--- src/rtl/phy_tx_nch.sv ---
// ---------------------------------------------------------------------------
// phy_tx_nch : multi-channel serial PHY transmitter
//
// Each frame carries NUM_CH slots of DATA_W bits. Slot c carries channel c,
// and every slot is sent MSB first. A slot with no valid data carries the
// COMMA idle symbol. After every enable, SYNC_FRAMES comma-only frames are
// sent before any data.
//
// Ports
//   clk_8f     : serial bit clock (rising edge)
//   reset      : asynchronous active-high reset
//   enable     : transmitter enable, acted on only at frame boundaries
//   data_in    : channel c at [c*DATA_W +: DATA_W]
//   valid_in   : per-channel valid
//   load       : high in the last cycle of a frame whose successor is ACTIVE;
//                data_in/valid_in are captured on the following rising edge
//   serial_out : serial bit stream
//   slot_ch    : channel that owns the bit on serial_out
//   slot_valid : bit on serial_out is valid data (not comma)
//   active     : transmitter is in the ACTIVE state
//
// Optional feature macro: PHY_TX_SCRAMBLE_EN
//   When defined, valid data bits are XORed with the MSB of a 7-bit LFSR
//   (x^7+x^6+1, seed 7'h7F). Comma slots are sent raw.
// ---------------------------------------------------------------------------
module phy_tx_nch #(
  parameter int NUM_CH = 2,
  parameter int DATA_W = 8,
  parameter logic [DATA_W-1:0] COMMA = DATA_W'(8'hBC),
  parameter int SYNC_FRAMES = 4
) (
  input  logic                                         clk_8f,
  input  logic                                         reset,
  input  logic                                         enable,
  input  logic [NUM_CH*DATA_W-1:0]                     data_in,
  input  logic [NUM_CH-1:0]                            valid_in,
  output logic                                         load,
  output logic                                         serial_out,
  output logic [((NUM_CH > 1) ? $clog2(NUM_CH) : 1)-1:0] slot_ch,
  output logic                                         slot_valid,
  output logic                                         active
);

  localparam int SW = (NUM_CH > 1) ? $clog2(NUM_CH) : 1;
  localparam int BW = (DATA_W > 1) ? $clog2(DATA_W) : 1;
  localparam int FW = (SYNC_FRAMES > 1) ? $clog2(SYNC_FRAMES) : 1;

  typedef enum logic [1:0] {
    ST_IDLE   = 2'd0,
    ST_SYNC   = 2'd1,
    ST_ACTIVE = 2'd2
  } state_t;

  state_t                      state;
  logic [BW-1:0]               bit_cnt;
  logic [SW-1:0]               slot_cnt;
  logic [FW-1:0]               frame_cnt;
  logic [NUM_CH*DATA_W-1:0]    hold_data;
  logic [NUM_CH-1:0]           hold_valid;

  logic [DATA_W-1:0]           cur_word;
  logic                        cur_valid;
  logic [BW-1:0]               bit_idx;
  logic                        out_bit;
  logic                        last_pos;
  logic                        last_frame;

`ifdef PHY_TX_SCRAMBLE_EN
  logic [6:0]                  lfsr;

  // Next LFSR state for x^7+x^6+1, shifting towards the MSB.
  function automatic logic [6:0] lfsr_next(input logic [6:0] cur);
    return {cur[5:0], cur[6] ^ cur[5]};
  endfunction
`endif

  assign last_pos   = (bit_cnt == BW'(DATA_W - 1)) && (slot_cnt == SW'(NUM_CH - 1));
  assign last_frame = (frame_cnt == FW'(SYNC_FRAMES - 1));
  assign active     = (state == ST_ACTIVE);

  // load depends on the live enable so that an enable drop on the last
  // cycle of a frame suppresses the pulse together with the state change.
  assign load = last_pos && enable &&
                (((state == ST_SYNC) && last_frame) || (state == ST_ACTIVE));

  // Select the word for the current slot and the bit to transmit.
  always_comb begin
    cur_word  = COMMA;
    cur_valid = 1'b0;
    if ((state == ST_ACTIVE) && hold_valid[slot_cnt]) begin
      cur_word  = hold_data[int'(slot_cnt)*DATA_W +: DATA_W];
      cur_valid = 1'b1;
    end else begin
      cur_word  = COMMA;
      cur_valid = 1'b0;
    end
    bit_idx = BW'(DATA_W - 1) - bit_cnt;
`ifdef PHY_TX_SCRAMBLE_EN
    out_bit = cur_word[bit_idx] ^ (cur_valid & lfsr[6]);
`else
    out_bit = cur_word[bit_idx];
`endif
  end

  // Frame sequencer: state, counters, holding registers and serial outputs.
  always_ff @(posedge clk_8f or posedge reset) begin
    if (reset) begin
      state      <= ST_IDLE;
      bit_cnt    <= '0;
      slot_cnt   <= '0;
      frame_cnt  <= '0;
      hold_data  <= '0;
      hold_valid <= '0;
      serial_out <= 1'b0;
      slot_ch    <= '0;
      slot_valid <= 1'b0;
`ifdef PHY_TX_SCRAMBLE_EN
      lfsr       <= 7'h7F;
`endif
    end else begin
      case (state)
        ST_IDLE: begin
          bit_cnt    <= '0;
          slot_cnt   <= '0;
          frame_cnt  <= '0;
          serial_out <= 1'b0;
          slot_ch    <= '0;
          slot_valid <= 1'b0;
          if (enable) begin
            state <= ST_SYNC;
`ifdef PHY_TX_SCRAMBLE_EN
            lfsr  <= 7'h7F;
`endif
          end else begin
            state <= ST_IDLE;
          end
        end
        ST_SYNC, ST_ACTIVE: begin
          serial_out <= out_bit;
          slot_ch    <= slot_cnt;
          slot_valid <= cur_valid;
`ifdef PHY_TX_SCRAMBLE_EN
          if (cur_valid) begin
            lfsr <= lfsr_next(lfsr);
          end
`endif
          // Position counters run continuously, wrapping with no gap.
          if (bit_cnt == BW'(DATA_W - 1)) begin
            bit_cnt  <= '0;
            slot_cnt <= (slot_cnt == SW'(NUM_CH - 1)) ? '0 : slot_cnt + SW'(1);
          end else begin
            bit_cnt  <= bit_cnt + BW'(1);
          end
          if (load) begin
            hold_data  <= data_in;
            hold_valid <= valid_in;
          end
          // Frame boundary decisions; frames are never truncated.
          if (last_pos) begin
            if (!enable) begin
              state     <= ST_IDLE;
              frame_cnt <= '0;
            end else if (state == ST_SYNC) begin
              if (last_frame) begin
                state     <= ST_ACTIVE;
                frame_cnt <= '0;
              end else begin
                frame_cnt <= frame_cnt + FW'(1);
              end
            end
          end
        end
        default: begin
          state <= ST_IDLE;
        end
      endcase
    end
  end

endmodule

--- config.mk ---
export PLATFORM = sky130hd
export DESIGN_NAME = phy_tx_nch
export DESIGN_NICKNAME = d
export VERILOG_FILES = /design/src/rtl/phy_tx_nch.sv
export SDC_FILE = /design/constraint.sdc
export NUM_CORES = 1
export LEC_CHECK = 0
export BUFFER_PORTS_ARGS = -buffer_cell sky130_fd_sc_hd__clkbuf_2
export CORE_ASPECT_RATIO = 1.75
export CORE_UTILIZATION = 55
export DETAILED_ROUTE_END_ITERATION = 6
export HOLD_SLACK_MARGIN = 0.12
export PLACE_DENSITY_LB_ADDON = 0.25
export SYNTH_ARGS = -nofsm -noshare
export SYNTH_HDL_FRONTEND = slang
export SYNTH_SLANG_ARGS = --single-unit
--- constraint.sdc ---
create_clock -name clk_8f -period 5 [get_ports clk_8f]
set_clock_uncertainty 0.2 [all_clocks]
set_input_delay 1 -clock clk_8f [delete_from_list [all_inputs] [get_ports clk_8f]]
set_output_delay 1 -clock clk_8f [all_outputs]
set_load 0.005 [all_outputs]
## After elaboration in Yosys (flattened, before gate mapping)

Index checks and enable logic that the tools add are counted.

- Flip-flop bits (word level): 29

- Add/sub/neg operators: 4
- Order comparisons: 2
- Equal/unequal tests: 8
- Shift operators: 1
- Muxes and demuxes: 25
- Reductions and logical operators: 13

Operators by type and width:

| operator | count |
|---|---|
| two-way mux 2 bit | 8 |
| indexed part select 16 x 5 -> 8 bit | 1 |
| two-way mux 8 bit | 1 |
| one-hot mux 1 bit (2 select lines) | 4 |
| one-hot mux 2 bit (2 select lines) | 2 |
| two-way mux 1 bit | 7 |
| inequality test 3 bit, second input constant | 2 |
| one-hot mux 3 bit (2 select lines) | 1 |
| AND reduction 3 bit | 2 |
| logical AND 1 bit | 5 |
| == test 2 bit, second input constant | 2 |
| < comparator 3 x 4 -> 1 bit, second input constant | 1 |
| inequality test 2 bit, second input constant | 2 |
| AND reduction 2 bit | 2 |
| adder 3 x 1 -> 3 bit, second input constant | 1 |
| binary-select mux 1 bit (select 3 bit) | 1 |
| == test 3 bit, second input constant | 1 |
| two-way mux 3 bit | 1 |
| subtractor 3 bit, first input constant | 1 |
| adder 2 x 1 -> 2 bit, second input constant | 1 |
| == test 2 x 1 -> 1 bit, second input constant | 1 |
| logical NOT 2 bit | 1 |
| < comparator 1 x 2 -> 1 bit, second input constant | 1 |
| nonzero test 2 bit | 1 |
| 3 further kinds | 3 |

## Logic depth before layout (Yosys ltp)

Gate-level depths: netlist (run 1).

- Word-level depth: 7
- Mapped depth: 8
- Gate-level depth less buffers: 6

## Worst setup path after synthesis (run 1)

OpenSTA, ideal clock, no wires.

- Kind: input port to output port
- Start: input enable
- End: output load
- Arrival: 1,166 ps
- Required time: 3,800 ps
- Setup slack: 2,634 ps
- Cell stages on the path: 1
- Cell sequence: nor3b_2

- Word-level cells in the longest chain between the ends: 2

RTL lines:

| what | line | RTL |
|---|---|---|
| start, declared | 34 | `input logic enable,` |
| logical AND 1 bit (2 in a row) | 83 | `assign load = last_pos && enable &&` |
| end, declared | 37 | `output logic load,` |

Every way passes these cells.

## Final worst setup path (run 1)

- Start: register bit_cnt[0]
- End: output load

- Word-level cells in the longest chain between the ends: 4

RTL lines:

| what | line | RTL |
|---|---|---|
| start, declared | 55 | `logic [BW-1:0] bit_cnt;` |
| start signal, assigned | 152 | `bit_cnt <= bit_cnt + BW'(1);` |
| == test 3 bit | 77 | `assign last_pos = (bit_cnt == BW'(DATA_W - 1)) && (slot_cnt == SW'(NUM_CH - 1));` |
| logical AND 1 bit | 77 |  |
| logical AND 1 bit (2 in a row) | 83 |  |

Every way passes these cells.

==> qor.txt, run 1 <==
Status -> complete, no violations
H-tree lvl count -> 2
Most used cell, CP -> ha_1
Critical path capture point type -> output port
RSZ-0062 raised after global routing -> false
CTS buffer count -> 5
DRT antenna net count -> 0
Rel. slew slack -> 28.3%
Grt total ovfl -> 0
Avg Inst Size Synth -> 12.9 um2
IO Pins -> 26
Total negative slack -> 0 ns
Post-Synth Adder-Cell Area -> 5.92%
# diodes -> 0
DR vias/cell -> 5.71
Crit-path max cell delay -> 0.52 ns
Sw Ratio -> 31.4%
Max rail drop VDD -> 0.230 mV
Flop pwr share -> 43.1%
Post-Syn Nets -> 143
Utilization after layout -> 66.1%
Hold_buf cts -> 0
CP Class -> reg -> out
Largest family of logic cells by synthesized area -> multiplexers
Maximum fanout along the worst path -> 8
Yosys top cell by area -> dfrtp_1
CP Launch Type -> flop
Clock Tree Buf Depth -> 2
Cell row count -> 24
Post-DP HPWL -> 1980 um
Slew Limit Fails -> 0
CTS tree -> built
CTS resizes -> 0
Cell breakdown of the critical path -> ha_1 -> ha_1 -> nand2_2 -> nor3b_2 -> clkbuf_2
Share of post-route cells with drive strength above 1 -> 42.6%
Post-CTS setup buffer count -> 0
Register area share after synthesis -> 49.1%
Final #Nets -> 169
Sw Pwr -> 206 uW
Placeable Area -> 2520 um2
Initial Util -> 58.6%
Synth cell types -> 31
Vias in the first global route -> 1013
Die Width -> 41.2 um
Die Area -> 2910 um2
Fraction of registers with async set/reset -> 100%
CP Buf/Inv Count -> 1
WL final -> 2610 um
Compound-cell area share of the yosys netlist -> 7.78%
FILL cells -> 200
Post-synth top cells -> dfrtp_1 (29), mux2_2 (23), nand2_1 (8)
PwrDens -> 394 nW/um2
IO buf count -> 25
Via count -> 953
Synthesized instance count -> 115
R2r startpoint -> bit_cnt[0]
Layout area overhead -> 12.7%
Pleak -> 0.000849 uW
Synth Area in XOR/XNOR -> 0%
GR Util All Layers -> 22.7%
Yosys top cell area share -> 49.1%
Clock sinks -> 29
Crit path max-delay family -> flip-flops
Router iterations before antenna repair -> 4
Sequential cell area -> 726 um2
Worst hold start -> hold_data[2]
Largest net degree at the start of global routing -> 30
Final setup viols -> 0
Hold Fails Final Rpt -> 0
Crit path launch -> bit_cnt[0]
P_int -> 451 uW
Mux share of post-synthesis cell area -> 22.1%
First-pass GRT wire length -> 4290 um
Synth top area cells -> dfrtp_1 (49%), mux2_2 (18%), ha_1 (5.9%)
Yosys reg bits -> 29
Synthesized area -> 1480 um2
Post-synth EDFFs -> 0
Final GP Congestion -> 0.709
Synth warn -> 0
Initial antenna violation count -> 0
Final worst path period need -> 2.84 ns
Detailed router's first-iteration violation count -> 22
Worst EP required -> 3.80 ns
Multi-input logic area -> 686 um2
Clk root buf -> clkbuf_8
Synth Flop Type -> dfrtp_1
Clk slew on worst S/H paths -> 0.06 ns
Worst-margin pin slew -> 1.07 ns
FMAX -> 352 MHz
Max Cap Viol -> 0
Hold WC Path Type -> reg -> reg
Area share of and/or/nand/nor cells after synthesis -> 10.6%
Die height -> 70.6 um
Crit share post-route -> 56.8%
DRC viols -> 0
Routed WL per cell -> 15.6 um
Final Instance Area -> 1670 um2
Combinational Power Share -> 28.0%
Slowest CP cell -> dfrtp_1
Most common cell in the netlist -> dfrtp_1
CP Data Arrival Time -> 1.64 ns
Worst skew pair latency -> 0.28 ns
Placed cell area -> 1580 um2
Clock power share -> 28.9%
-- path summary, 6_finish.rpt --
path | endpoint | slack, ns | cells past startpoint
worst max register to register | hold_valid[1] | 2.38 | 6
max in group asynchronous | hold_data[10] | 3.19 | 2
worst max-delay path | load | 2.16 | 5
min in group asynchronous | state[1] | 0.76 | 2
worst min-delay path | hold_data[2] | 0.30 | 1
worst min register to register | hold_data[2] | 0.30 | 1
-- layer usage --
metal | track usage [%] | share of wire [%] | routed length, um
met5 | 0 | 0 | 0
met1 | 23.3 | 38 | 996
met2 | 37.5 | 56 | 1460
met3 | 8.46 | 3.5 | 91
met4 | 10.8 | 2.3 | 61
-- power groups by stage --
| stage | registers [uW] | clock network [uW] | logic [uW] |
|---|---|---|---|
| finish | 283 | 190 | 184 |
| global route | 287 | 204 | 210 |
| CTS | 284 | 194 | 187 |
| detailed placement | 288 | 0 | 185 |
| global placement | 286 | 0 | 178 |
| floorplan | 276 | 0 | 149 |
-- cell type report --
class | instances | share of cell area [%]
multi-input combinational | 77 | 41.1
inverter | 3 | 0.676
clock buffer | 7 | 5.18
timing repair buffer | 25 | 7.51
sequential | 29 | 43.5
tap | 26 | 1.95
-- registers in the layout, summed over array words and instances, names as in the netlist --
name	count
slot_valid	1
slot_cnt	1
frame_cnt	2
serial_out	1
hold_valid	2
bit_cnt	3
hold_data	16
state	2
slot_ch	1
-- cell usage in the layout (no fill, tap or decap) --
master	count
nor2_1	2
o221a_2	1
and2_1	1
mux2_2	23
a32o_1	1
nand2_1	8
nand2_2	1
and3_1	1
nor3b_1	2
nand3_1	1
inv_1	3
clkbuf_2	25
a21boi_0	1
nand4_1	1
nor4bb_1	1
nand4b_1	1
a21oi_1	2
clkbuf_1	1
ha_1	7
nor3_1	1
mux4_2	3
nand2b_1	2
a22o_1	2
dfrtp_1	29
nor3b_2	1
a211o_1	1
a21o_1	1
o211ai_1	1
nor2b_1	4
clkbuf_8	6
o21ai_0	7
-- through the flow --
step	std cells	hold WS (ns)	power [uW]	setup slack (ns)
6_report	167	0.299	657	2.16
5_1_grt	167	0.330	701	2.03
4_1_cts	167	0.306	665	2.14
3_5_place_dp	160	0.293	473	2.22
3_3_place_gp	160	0.268	464	2.31
2_1_floorplan	115	0.275	426	2.63
-- kinds of logic after synthesis --
logic type,count (synthesis)
flip-flops,29
AND/OR/NAND/NOR,27
multiplexers,26
AO/OA/AOI/OAI,17
buffers and inverters,9
adder cells (fa/ha/maj),7
Note: power is estimated with default switching activity, not from simulation.
==> run 2, diff against run 1 <==
CORE_UTILIZATION = 49   (was 55)
clock period = 2.33 ns   (was 5 ns; I/O delays follow)
==> run 2 against run 1 <==
  * The flow now finishes with violations (design-rule violations)
  * Combinational power up 130%
  * Sequential power is 110% higher
  * Sequential share of layout area down 1.4 points
  * Wire length increased by 8.2%
==> qor.txt, run 2 (same netlist as run 1, synthesis figures left out) <==
Status -> finished with violations
Failing checks -> design-rule violations
DRT antenna net count -> 0 (unchanged)
# diodes -> 0 (unchanged)
Rel. slew slack -> 72.8% (+45 points)
Biggest regs -> hold_data: 16 flops, bit_cnt: 3 flops
Flop pwr share -> 41.7% (-1.4 points)
Die Width -> 43.5 um (+5.7%)
Die Area -> 3250 um2 (+12%)
Initial antenna violation count -> 0 (unchanged)
Final #Nets -> 174 (+3.0%)
Combinational Power Share -> 29.4% (+1.4 points)
Crit share post-route -> 93.7%
Clock power share -> 28.9% (about the same)
Clk root buf -> clkbuf_8
Total negative slack -> 0 ns (unchanged)
Final WS setup -> 0.146 ns (-2.02 ns)
Crit-path max cell delay -> 0.42 ns (-0.10 ns)
Max Cap Viol -> 0 (unchanged)
CTS buffer count -> 5 (unchanged)
GR Util All Layers -> 20.8% (-1.8 points)
DR vias/cell -> 5.57 (-2.4%)
Clk slew on worst S/H paths -> 0.06 ns (about the same)
Die height -> 74.7 um (+5.8%)
CP Launch Type -> flop
WL final -> 2820 um (+8.2%)
Layout area overhead -> 16.5%
H-tree lvl count -> 2 (unchanged)
Total power -> 1430 uW (+120%)
Clock Tree Buf Depth -> 2 (unchanged)
Critical path capture point type -> output port
Grt total ovfl -> 0 (unchanged)
Initial Util -> 51.1% (-7.6 points)
FMAX -> 458 MHz
Final setup viols -> 0 (unchanged)
Pleak -> 0.000875 uW (+3.1%)
CP Data Arrival Time -> 1.52 ns (-0.12 ns)
Router iterations before antenna repair -> 6 (+2)
FILL cells -> 245 (+23%)
PwrDens -> 830 nW/um2 (+110%)
Max rail drop VDD -> 0.560 mV (+140%)
Maximum fanout along the worst path -> 7 (-1)
Worst EP required -> 1.66 ns (-2.14 ns)
DRC viols -> 2 (+2)
Share of post-route cells with drive strength above 1 -> 44.5% (+2.0 points)
Post-CTS setup buffer count -> 0 (unchanged)
Utilization after layout -> 59.5% (-6.6 points)
Worst-margin pin slew -> 0.407 ns (-0.667 ns)
P_int -> 980 uW (+120%)
Hold Fails Final Rpt -> 0 (unchanged)
Commonest non-fill, non-tap cell in the layout -> dfrtp_1
Cell row count -> 26 (+8.3%)
Cell breakdown of the critical path -> ha_1 -> ha_1 -> nand2_2 -> nor3b_2 -> clkbuf_2
Vias in the first global route -> 1055 (+4.1%)
Via count -> 969 (+1.7%)
Largest register FFs -> 16 (unchanged)
RSZ-0062 raised after global routing -> false
CTS tree -> built
IO buf count -> 25 (unchanged)
Worst skew pair latency -> 0.29 ns (about the same)
Sw Pwr -> 449 uW (+120%)
Slowest CP cell -> dfrtp_2
Detailed router's first-iteration violation count -> 28 (+27%)
First-pass GRT wire length -> 4700 um (+9.5%)
Top reg by flops -> hold_data
Most frequent cells in the layout -> dfrtp_1 (28), clkbuf_2 (25), mux2_2 (23)
IO Pins -> 26 (unchanged)
Post-DP HPWL -> 2060 um (+3.8%)
Largest net degree at the start of global routing -> 30 (unchanged)
Final worst path period need -> 2.18 ns
Most used cell, CP -> ha_1
Sw Ratio -> 31.4% (about the same)
Slew Limit Fails -> 0 (unchanged)
Final GP Congestion -> 0.794 (+12%)
Clock sinks -> 29 (unchanged)
Hold WC Path Type -> in -> reg
CP Class -> reg -> out
Placeable Area -> 2900 um2 (+15%)
Worst slack, placed -> 0.162 ns (-2.06 ns)
Routed WL per cell -> 16.2 um (+3.8%)
run 2: area by class of cell:
type	count	area, um2	share of cell area [%]
multi-input cells	77	686	39.8
flip-flops and latches	29	727	42.2
inverters	3	11.3	0.654
clock buffers	7	86.3	5.01
repair buffers	30	178	10.3
well taps	28	35.0	2.03
run 2: repair_timing:
item | 4_1_cts | 5_1_grt
resized for setup | 0 | 1
endpoints found under the hold margin | 29 | 0
hold buffers | 1 | 0
endpoints found under the setup margin | 0 | 1
run 2: critical path, delay by kind of cell (launching register included):
family | cells | cell delay [ns]
flops | 1 | 0.42
buf+inv | 1 | 0.14
simple gates | 2 | 0.30
fa+ha+maj | 2 | 0.37
run 2: path summary, 6_finish.rpt:
path / start / end / slack, ns / cells past startpoint
setup / recovery: bit_cnt[1] / load / 0.15 / 5
hold / removal: data_in[4] / hold_data[4] / 0.21 / 2
max in group asynchronous: reset / bit_cnt[1] / 1.06 / 4
setup reg to reg: bit_cnt[1] / hold_data[13] / 0.20 / 7
hold reg to reg: slot_ch / slot_ch / 0.29 / 2
min in group asynchronous: reset / serial_out / 0.58 / 4
run 2: metal layers:
metal	wire [um]	part of all wire (%)	global-route usage (%)	vias to the layer above
met4	67	2.4	12.5	0
li1	-	-	-	474
met3	94	3.3	5.04	6
met5	0	0	0	-
met2	1600	57	37.2	23
met1	1060	38	21.6	466
run 2: stage by stage:
stage | std cells | instance area, um2 | hold slack (ns)
after global placement | 166 | 1630 | 0.278
final | 174 | 1720 | 0.211
after CTS | 174 | 1720 | 0.207
after detailed placement | 166 | 1630 | 0.282
after floorplan | 115 | 1480 | 0.275
after global routing | 174 | 1720 | 0.210
run 2: power groups by stage:
stage | sequential, uW | combinational [uW] | clock [uW]
5_1_grt | 601 | 482 | 443
6_report | 596 | 421 | 413
4_1_cts | 595 | 430 | 426
2_1_floorplan | 592 | 321 | 0
3_5_place_dp | 603 | 424 | 0
3_3_place_gp | 597 | 401 | 0
